### src/rtl/apb_pkg.sv
// Shared APB types and sizes for the 16x8 RAM master/slave pair.
package apb_pkg;

  localparam int APB_ADDR_W = 32;
  localparam int APB_DATA_W = 8;
  localparam int RAM_DEPTH  = 16;

  typedef enum logic [1:0] {
    IDLE,
    SETUP,
    ACCESS,
    RESP
  } apb_state_t;

  typedef struct packed {
    logic                  write;
    logic [APB_ADDR_W-1:0] addr;
    logic [APB_DATA_W-1:0] wdata;
  } apb_req_t;

  typedef struct packed {
    logic [APB_DATA_W-1:0] rdata;
    logic                  err;
    logic                  timeout;
  } apb_rsp_t;

endpackage

### src/rtl/apb_mst_wdog.sv
// ACCESS-phase wait-state counter for the APB master; flags when the wait budget is used up.
module apb_mst_wdog
  import apb_pkg::*;
#(
  parameter int TIMEOUT_CYC = 16
) (
  input  logic pclk,
  input  logic presetn,
  input  logic clr,
  input  logic inc,
  output logic expired
);

  logic [7:0] cnt;

  always_ff @(posedge pclk or negedge presetn) begin
    if (!presetn) begin
      cnt <= '0;
    end else if (clr) begin
      cnt <= '0;
    end else if (inc) begin
      cnt <= cnt + 8'd1;
    end
  end

  assign expired = (cnt == 8'(TIMEOUT_CYC - 1));

endmodule

### src/rtl/apb_ram_master.sv
// APB master bridge: one valid/ready command -> one APB SETUP/ACCESS transfer -> one response.
// Optional ACCESS timeout enabled by defining APB_TIMEOUT_EN.
module apb_ram_master
  import apb_pkg::*;
#(
  parameter int ADDR_W      = APB_ADDR_W,
  parameter int DATA_W      = APB_DATA_W,
  parameter int TIMEOUT_CYC = 16
) (
  input  logic              pclk,
  input  logic              presetn,
  input  logic              req_valid,
  output logic              req_ready,
  input  logic              req_write,
  input  logic [ADDR_W-1:0] req_addr,
  input  logic [DATA_W-1:0] req_wdata,
  output logic              rsp_valid,
  input  logic              rsp_ready,
  output logic [DATA_W-1:0] rsp_rdata,
  output logic              rsp_err,
  output logic              rsp_timeout,
  output logic              psel,
  output logic              penable,
  output logic              pwrite,
  output logic [ADDR_W-1:0] paddr,
  output logic [DATA_W-1:0] pwdata,
  input  logic [DATA_W-1:0] prdata,
  input  logic              pready,
  input  logic              pslverr
);

  if (TIMEOUT_CYC < 2 || TIMEOUT_CYC > 255) begin : g_bad_timeout
    $error("apb_ram_master: TIMEOUT_CYC must be within 2..255");
  end

  apb_state_t        state, state_n;
  logic              psel_n, penable_n, pwrite_n, req_ready_n;
  logic              rsp_valid_n, rsp_err_n, rsp_timeout_n;
  logic [ADDR_W-1:0] paddr_n;
  logic [DATA_W-1:0] pwdata_n, rsp_rdata_n;
  logic              expire;

`ifdef APB_TIMEOUT_EN
  apb_mst_wdog #(.TIMEOUT_CYC(TIMEOUT_CYC)) u_wdog (
    .pclk    (pclk),
    .presetn (presetn),
    .clr     (state == SETUP),
    .inc     (state == ACCESS && !pready),
    .expired (expire)
  );
`else
  assign expire = 1'b0;
`endif

  always_comb begin
    state_n       = state;
    psel_n        = psel;
    penable_n     = penable;
    pwrite_n      = pwrite;
    paddr_n       = paddr;
    pwdata_n      = pwdata;
    req_ready_n   = req_ready;
    rsp_valid_n   = rsp_valid;
    rsp_rdata_n   = rsp_rdata;
    rsp_err_n     = rsp_err;
    rsp_timeout_n = rsp_timeout;
    case (state)
      IDLE: begin
        req_ready_n = 1'b1;
        psel_n      = 1'b0;
        penable_n   = 1'b0;
        if (req_valid && req_ready) begin
          pwrite_n    = req_write;
          paddr_n     = req_addr;
          pwdata_n    = req_wdata;
          req_ready_n = 1'b0;
          psel_n      = 1'b1;
          state_n     = SETUP;
        end
      end
      SETUP: begin
        penable_n = 1'b1;
        state_n   = ACCESS;
      end
      ACCESS: begin
        // pready wins over an expiry landing on the same edge
        if (pready) begin
          rsp_rdata_n   = (pwrite || pslverr) ? '0 : prdata;
          rsp_err_n     = pslverr;
          rsp_timeout_n = 1'b0;
          psel_n        = 1'b0;
          penable_n     = 1'b0;
          rsp_valid_n   = 1'b1;
          state_n       = RESP;
        end else if (expire) begin
          rsp_rdata_n   = '0;
          rsp_err_n     = 1'b1;
          rsp_timeout_n = 1'b1;
          psel_n        = 1'b0;
          penable_n     = 1'b0;
          rsp_valid_n   = 1'b1;
          state_n       = RESP;
        end
      end
      RESP: begin
        if (rsp_ready) begin
          rsp_valid_n = 1'b0;
          req_ready_n = 1'b1;
          state_n     = IDLE;
        end
      end
      default: state_n = IDLE;
    endcase
  end

  always_ff @(posedge pclk or negedge presetn) begin
    if (!presetn) begin
      state       <= IDLE;
      psel        <= 1'b0;
      penable     <= 1'b0;
      pwrite      <= 1'b0;
      paddr       <= '0;
      pwdata      <= '0;
      req_ready   <= 1'b0;
      rsp_valid   <= 1'b0;
      rsp_rdata   <= '0;
      rsp_err     <= 1'b0;
      rsp_timeout <= 1'b0;
    end else begin
      state       <= state_n;
      psel        <= psel_n;
      penable     <= penable_n;
      pwrite      <= pwrite_n;
      paddr       <= paddr_n;
      pwdata      <= pwdata_n;
      req_ready   <= req_ready_n;
      rsp_valid   <= rsp_valid_n;
      rsp_rdata   <= rsp_rdata_n;
      rsp_err     <= rsp_err_n;
      rsp_timeout <= rsp_timeout_n;
    end
  end

endmodule

### config.mk
export PLATFORM = sky130hd
export DESIGN_NAME = apb_ram_master
export DESIGN_NICKNAME = d
export VERILOG_FILES = /design/src/rtl/apb_pkg.sv /design/src/rtl/apb_mst_wdog.sv /design/src/rtl/apb_ram_master.sv
export SDC_FILE = /design/constraint.sdc
export NUM_CORES = 1
export LEC_CHECK = 0
export CAP_MARGIN = 20
export CORE_ASPECT_RATIO = 0.9
export CORE_MARGIN = 2
export CORE_UTILIZATION = 50
export CTS_BUF_LIST = sky130_fd_sc_hd__clkbuf_4
export DETAILED_ROUTE_END_ITERATION = 16
export DONT_BUFFER_PORTS = 1
export GPL_TIMING_DRIVEN = 1
export SYNTH_ARGS = -nofsm -noshare
export SYNTH_HDL_FRONTEND = slang
export SYNTH_SLANG_ARGS = --single-unit
### constraint.sdc
create_clock -name pclk -period 2.9 [get_ports pclk]
set_input_delay 0.58 -clock pclk [delete_from_list [all_inputs] [get_ports pclk]]
set_output_delay 0.58 -clock pclk [all_outputs]
set_load 0.02 [all_outputs]
# After elaboration in Yosys (flattened, before gate mapping)
# Cells that the tools add are included.
# Widths: inputs -> output; s select.
[classes]
eq_ne = 6
muxes = 15
n_reduce_logical = 14
[op_table]
columns = ["operator", "count"]
rows = [
  ["$reduce_and 2->1", 5],
  ["$mux 8", 1],
  ["$pmux 2 s4", 1],
  ["$mux 1", 6],
  ["$mux 2", 3],
  ["$ne 2x2->1 const B", 3],
  ["$pmux 1 s2", 3],
  ["$reduce_and 3->1", 2],
  ["$reduce_bool 2->1", 3],
  ["$eq 2x2->1 const B", 2],
  ["$pmux 1 s3", 1],
  ["$reduce_bool 3->1", 1],
  ["$eq 2x1->1 const B", 1],
  ["$logic_not 2->1", 1],
  ["$logic_and 1x1->1", 1],
  ["$logic_or 1x1->1", 1],
]
[totals]
register_bits = 56
in_bits = 55
output_inout_bits = 55
wordCells = 45

# Logic depth before layout (Yosys ltp)
# Gate-level depths: netlist of the first run.
[logic_depth]
depth_word = 3
ltp_mapped = 6
mapped_depth_nobuf = 5

# Least setup slack after synthesis of the first run
# Ideal clock, no wire load.
[synth_timing]
kind = "flip-flop to flip-flop"
start = "register state[0]"
end = "register state[1]"
setup_ns = 0.125
arrival_time_ns = 1.390
required_time_ns = 2.775
setup_slack_ns = 1.385
stages_incl_launch_ff = 6
path_buffers = 0
synth_period_minus_slack_ns = 1.515
path_cell_list = "dfrtp_1 > inv_1 > ha_1 > nor2b_2 > a211oi_2 > mux2_2"
[synth_via]
elab_chain_len = 3
elab_cells_between_ends = 9
classes_between = "eq/ne: 6; mux: 1; reduce/logical: 2"
[synth_rtl]
columns = ["element", "line", "source"]
rows = [
  ["start, declared", "apb_ram_master.sv:36", "apb_state_t state, state_n;"],
  ["start signal, assigned", "apb_ram_master.sv:130", "state <= state_n;"],
  ["$eq 2x2->1 / $logic_not 2->1 (equally long branches)", "apb_ram_master.sv:67", "case (state)"],
  ["$ne 2x2->1 (no source line)", "n/a", ""],
  ["$reduce_and 3->1 (no source line)", "n/a", ""],
]
# Several ways; a longest one is shown, not always the timed one.
# A chain may end at the register's enable or synchronous reset.

# Worst setup path after layout of the first run
[layout_timing]
start = "register state[0]"
end = "register pwdata[1]"
[layout_via]
elab_chain_len = 2
[layout_rtl]
columns = ["element", "line", "source"]
rows = [
  ["$logic_not 2->1", "apb_ram_master.sv:67", ""],
  ["$reduce_and 2->1 (no source line)", "n/a", ""],
  ["end signal, assigned", "apb_ram_master.sv:135", "pwdata <= pwdata_n;"],
  ["end, declared", "apb_ram_master.sv:26", "output logic [DATA_W-1:0] pwdata,"],
]
# Every way passes these cells.

==> metrics.yaml, run 1 <==
outcome:
  status: "completed"
worst_setup_path:
  crit_path_top_delay_cell: "nand3_4"
  worstPathRequired_ns: 3.15
  start_kind: "register"
  r2r_end: "pwdata[1]$_DFFE_PN0P_"
  reg2reg_depth: 4
  crit_type: "register to register"
  crit_path_end_kind: "register"
  crit_fanout: 42
  max_stage_delay_ns: 0.64
  crit_arrival_ns: 2.44
  reg2reg_slack_ns: 0.71
  timing.rr.start: "state[0]$_DFFE_PN0P_"
  cp_cell_sequence: "inv_1 > ha_1 > nand3_4 > mux2_4"
layout:
  seq_area_mm2: 0.00140
  area_growth_pct: 4.35
  layout_common_cells: "dfrtp_1 (56), mux2_4 (39), a22o_1 (8)"
  fin_area_mm2: 0.00249
  fin_nets: 204
  num_antenna_cells: 0
  multi_input_area_um2: 923
  nFillCells: 360
  final_common_cell: "dfrtp_1"
  layout.cells.non_filler: 207
  finish.utilization: 0.552
  drive_gt1_frac: 0.393
logic_synthesis:
  ys_seq_area_frac: 0.587
  synth_cell_types: 24
  yosys.area.top_type_share: 0.587
  synth_fp_nets: 201
  ys_ff_latch: 56
  synth_area_leaders: "dfrtp_1 (59%), mux2_4 (25%), a22o_1 (2.9%), ha_1 (2.6%), mux2_2 (2.4%)"
  syn-instance-count: 141
  ys_warn_count: 0
  yosysTopAreaCell: "dfrtp_1"
  syn_area_mm2: 0.00239
  syn_area_per_cell_um2: 16.9
sta:
  holdWs_ns: 0.0548
  fin_ws_ns: 0.706
  slew_headroom: 0.453
  layout_min_cycle_time_ns: 2.19
  fin_skew_ns: 0.0122
  rsz0062_at_grt: "no"
  drv_slew: 0
  setup_viol: 0
  tns_ns: 0
  max_freq_mhz: 456
  finalHoldViolCount: 0
  tightest_slew_ns: 0.820
  timing.final.crit_share: 0.757
routing:
  vias_per_cell: 5.61
  via_count: 1162
  routedWlPerCell_um: 20.3
  postRouteAntennaNets: 0
  wl_um: 4210
  drc: 0
  drt-pass1-iter-count: 3
  initialDrtViolationCount: 20
floorplanning:
  die_area_mm2: 0.00535
  die_h_um: 69.6
  die_x_um: 76.9
  io_pins: 110
  start_util: 0.529
  coreArea_mm2: 0.00452
  rows: 23
power:
  peakVddDrop_uv: 516
  powerDensity_mw_per_mm2: 1280
  power_mw: 3.20
  p_leak_nw: 1.24
clock_network:
  numCtsBuffers: 5
  cts_resized: 0
  clk_pin_slew_ns: 0.15
  tritoncts: "built"
  htreeDepth: 2
  post-cts-setup-buffers: 0
  cts_sinks: 56
  cts_buffer_depth: 2
  root_buffer: "clkbuf_4"
  clk_latency_ns: 0.36
global_route:
  grt_util_all_layers: 0.164
  grt_max_degree: 57
  antenna_found_initial: 0
  grt_pass1_wl_um: 6690
  grt_pass1_vias: 1249
  gr-total-overflow: 0
job:
  cap_violations: 0
placement:
  pre_cts_ws_ns: 0.737
  dpl_cell_area_mm2: 0.00241
  gp_congestion: 0.745
  dp_cells: 198
  portBuffers: 0
  place.detailed.hpwl_um: 3000
worst_hold_path:
  hold_class: "input port to async pin"
[routing by layer]
layer / part of all wire / wire length (um) / track usage / up-vias
li1: - / - / - / 501
met1: 0.40 / 1670 / 0.197 / 586
met2: 0.50 / 2120 / 0.265 / 68
met3: 0.088 / 370 / 0.0651 / 7
met4: 0.012 / 52 / 0.0606 / 0
met5: 0 / 0 / 0 / -
[flip-flops by register name, summed over array words and instances (netlist names)]
register	flops
psel	1
rsp_err	1
rsp_valid	1
req_ready	1
paddr	32
pwdata	8
pwrite	1
state	2
penable	1
rsp_rdata	8
[cell usage after synthesis, drive strengths merged]
cell type  number
nor3            1
a211oi          1
inv             3
o21a            1
a22o            8
o21ai           4
o2bb2ai         1
mux2i           1
buf             5
mux2           44
nand3           1
a21oi           1
ha              5
dfrtp          56
o31ai           1
nand2           3
nor2b           2
nor2            1
conb            1
or4             1
[worst max path at each step]
stage / start / end / slack (ns) / cells after the start
final: state[0]$_DFFE_PN0P_ / pwdata[1]$_DFFE_PN0P_ / 0.71 / 4
after global routing: state[0]$_DFFE_PN0P_ / pwdata[1]$_DFFE_PN0P_ / 0.61 / 4
after CTS: state[0]$_DFFE_PN0P_ / pwdata[1]$_DFFE_PN0P_ / 0.69 / 4
after detailed placement: state[0]$_DFFE_PN0P_ / pwdata[1]$_DFFE_PN0P_ / 0.74 / 4
after global placement: state[0]$_DFFE_PN0P_ / pwdata[3]$_DFFE_PN0P_ / 0.83 / 4
after floorplan: state[0]$_DFFE_PN0P_ / state[1]$_DFFE_PN0P_ / 1.39 / 5
[cell type report]
type                            instances  share of cell area
Sequential cell                        56               0.562
Multi-Input combinational cell         77               0.370
Tap cell                               62              0.0311
Clock buffer                            5              0.0151
Timing Repair Buffer                    1              0.0110
Clock inverter                          3             0.00552
Inverter                                3             0.00452
[cells by family after synthesis]
family,Yosys count,synth area share
mux,45,0.273
compound gates,17,0.0550
buf+inv,8,0.0267
flops,56,0.587
other cells,1,0.00157
simple gates,9,0.0309
fa+ha+maj,5,0.0262
[critical path: cells and delay by family, from the launching register on]
| family | cells | cell delay [ns] |
|---|---|---|
| flip-flops | 1 | 0.44 |
| AND/OR/NAND/NOR | 1 | 0.64 |
| buffers and inverters | 1 | 0.12 |
| multiplexers | 1 | 0.54 |
| adder cells (fa/ha/maj) | 1 | 0.30 |
[power by group]
part	internal [mW]	leakage [nW]	switching (mW)
registers	1.17	0.679	0.783
clock network	0.0898	0.0324	0.226
logic	0.628	0.525	0.306
[repair_timing]
item,CTS,global route
setup endpoints to repair,0,0
hold endpoints to repair,56,0
hold buffers,1,0
No activity file was read; power rests on OpenSTA's default activity.
==> run 2, diff against run 1 <==
--- a/config.mk
+++ b/config.mk
@@ -13,6 +13,7 @@
 export DETAILED_ROUTE_END_ITERATION = 16
 export DONT_BUFFER_PORTS = 1
 export GPL_TIMING_DRIVEN = 1
+export PLACE_DENSITY = 0.68
 export SYNTH_ARGS = -nofsm -noshare
 export SYNTH_HDL_FRONTEND = slang
 export SYNTH_SLANG_ARGS = --single-unit
==> constraint.sdc (replaced) <==
create_clock -name pclk -period 2 [get_ports pclk]
set_input_delay 0.4 -clock pclk [delete_from_list [all_inputs] [get_ports pclk]]
set_output_delay 0.4 -clock pclk [all_outputs]
set_load 0.02 [all_outputs]
==> run 2 against run 1 <==
Effect of this change: combinational power is 47% higher; flip-flop and latch count stayed put; routed wire length is 1.7% higher; sequential share of layout area is 1.4 points lower; clock-buffer cell count is 1 higher; maximum frequency is 31% higher; clock power is 99% higher; sequential power is 45% higher; via count is 1.0% higher; register-to-register slack worse by 0.38 ns; highest routed layer unchanged.
==> metrics.yaml, run 2 (synthesis results as in run 1) <==
worst_setup_path:
  worstPathRequired_ns: 2.27  # was 3.15 ns
  r2r_end: "paddr[10]$_DFFE_PN0P_"  # was pwdata[1]$_DFFE_PN0P_
  crit_fanout: 42  # unchanged
  crit_path_top_delay_cell: "dfrtp_1"  # was nand3_4
  reg2reg_depth: 5  # was 4
  crit_type: "register to register"  # unchanged
  timing.rr.start: "state[0]$_DFFE_PN0P_"  # unchanged
  cp_cell_sequence: "inv_1 > ha_1 > nand3_4 > buf_12 > mux2_2"  # was inv_1 > ha_1 > nand3_4 > mux2_4
  start_kind: "register"  # unchanged
  crit_path_end_kind: "register"  # unchanged
  crit_arrival_ns: 1.95  # was 2.44 ns
  reg2reg_slack_ns: 0.33  # was 0.71 ns
  max_stage_delay_ns: 0.42  # was 0.64 ns
placement:
  dp_cells: 199  # was 198
  portBuffers: 0  # unchanged
  gp_congestion: 0.795  # was 0.745
  place.detailed.hpwl_um: 3080  # was 3000 um
global_route:
  grt_pass1_vias: 1285  # was 1249
  grt_pass1_wl_um: 6840  # was 6690 um
  gr-total-overflow: 0  # unchanged
  grt_max_degree: 57  # unchanged
  antenna_found_initial: 0  # unchanged
  grt_util_all_layers: 0.163  # was 0.164
layout:
  drive_gt1_frac: 0.401  # was 0.393
  finish.utilization: 0.565  # was 0.552
  nFillCells: 357  # was 360
  area_growth_pct: 6.97  # was 4.35%
  num_antenna_cells: 0  # unchanged
  layout.cells.non_filler: 209  # was 207
  multi_input_area_um2: 923  # unchanged
  layout_common_cells: "dfrtp_1 (56), mux2_4 (39), a22o_1 (8)"  # unchanged
  largest_register_ffs: 32  # unchanged
  largestRegisters: "paddr: 32 flops, pwdata: 8 flops, rsp_rdata: 8 flops"  # unchanged
  fin_nets: 206  # was 204
  final_common_cell: "dfrtp_1"  # unchanged
  regMostFlops: "paddr"  # unchanged
  seq_area_mm2: 0.00140  # unchanged
routing:
  drt-pass1-iter-count: 2  # was 3
  vias_per_cell: 5.62  # was 5.61
  drc: 0  # unchanged
  via_count: 1174  # was 1162
  wl_um: 4280  # was 4210 um
  initialDrtViolationCount: 38  # was 20
  routedWlPerCell_um: 20.5  # was 20.3 um
  postRouteAntennaNets: 0  # unchanged
outcome:
  status: "completed"  # unchanged
floorplanning:
  die_x_um: 76.9  # unchanged
  io_pins: 110  # unchanged
  coreArea_mm2: 0.00452  # unchanged
  die_h_um: 69.6  # unchanged
  rows: 23  # unchanged
  start_util: 0.529  # unchanged
  die_area_mm2: 0.00535  # unchanged
sta:
  fin_skew_ns: 0.0173  # was 0.0122 ns
  drv_slew: 0  # unchanged
  rsz0062_at_grt: "no"  # unchanged
  timing.final.crit_share: 0.837  # was 0.757
  setup_viol: 0  # unchanged
  finalHoldViolCount: 0  # unchanged
  tns_ns: 0  # unchanged
  max_freq_mhz: 598  # was 456 MHz
  layout_min_cycle_time_ns: 1.67  # was 2.19 ns
clock_network:
  clk_pin_slew_ns: 0.16  # was 0.15 ns
  cts_buffer_depth: 2  # unchanged
  cts_resized: 0  # unchanged
  tritoncts: "built"  # unchanged
  clk_latency_ns: 0.37  # was 0.36 ns
  cts_sinks: 56  # unchanged
  numCtsBuffers: 5  # unchanged
  root_buffer: "clkbuf_4"  # unchanged
  htreeDepth: 2  # unchanged
power:
  power_mw: 4.83  # was 3.20 mW
  p_leak_nw: 1.26  # was 1.24 nW
  peakVddDrop_uv: 805  # was 516 uV
  powerDensity_mw_per_mm2: 1890  # was 1280 mW/mm2
job:
  cap_violations: 0  # unchanged
worst_hold_path:
  hold_path_end: "paddr[21]$_DFFE_PN0P_"
  hold_class: "input port to register"  # was input port to async pin
  whs_path_depth: 1
  min_from: "req_addr[21]"
[run 2: cell types whose count changed in the layout (fill, tap and decap cells not counted), sizes merged]
| cell | delta |
|---|---|
| clkinv | -3 |
| buf | +1 |
| bufinv | +1 |
| clkbuf | +1 |
| dlygate4sd3 | +1 |
| inv | +1 |
[run 2: how the worst max path moves through the flow]
stage,from,endpoint
after detailed placement,state[0]$_DFFE_PN0P_,paddr[10]$_DFFE_PN0P_
after floorplan,state[0]$_DFFE_PN0P_,state[1]$_DFFE_PN0P_
after CTS,state[0]$_DFFE_PN0P_,paddr[10]$_DFFE_PN0P_
final,state[0]$_DFFE_PN0P_,paddr[10]$_DFFE_PN0P_
after global routing,state[0]$_DFFE_PN0P_,paddr[10]$_DFFE_PN0P_
after global placement,state[0]$_DFFE_PN0P_,paddr[10]$_DFFE_PN0P_
[run 2: layout make-up]
type,count,area share
timing repair buffer,3,0.0225
multi-input combinational,77,0.361
tap,62,0.0304
clock buffer,6,0.0176
clock inverter,2,0.0152
inverter,3,0.00441
sequential,56,0.548
[run 2: power by group]
part	total [mW]	switching (mW)	internal, mW
registers	2.83	1.14	1.69
logic	1.37	0.459	0.910
clock network	0.626	0.343	0.283
total	4.83	1.94	2.89
[run 2: repair_timing]
| item | CTS | global route |
|---|---|---|
| hold buffers | 2 | 0 |
| hold endpoints to repair | 56 | 0 |
| setup buffers | 0 | 0 |
[run 2: per-stage QoR]
step | setup slack, ns | instance area, um2 | hold WS [ns]
global placement | 0.406 | 2430 | 0.106
floorplan | 0.485 | 2390 | 0.104
global route | 0.256 | 2550 | 0.115
CTS | 0.320 | 2550 | 0.138
finish | 0.326 | 2550 | 0.161
detailed placement | 0.329 | 2430 | 0.106
[run 2: metal layers]
layer	vias to the layer above	routed length [um]	global-route usage
met5	-	0	0
met3	5	455	0.0755
li1	510	-	-
met2	68	2150	0.263
met4	0	45	0.0485
met1	591	1630	0.196
[run 2: critical path: cells and delay by family (launching register included)]
kind,cells,cell delay (ns)
fa+ha+maj,1,0.28
buf+inv,2,0.37
flops,1,0.42
mux,1,0.38
simple gates,1,0.10
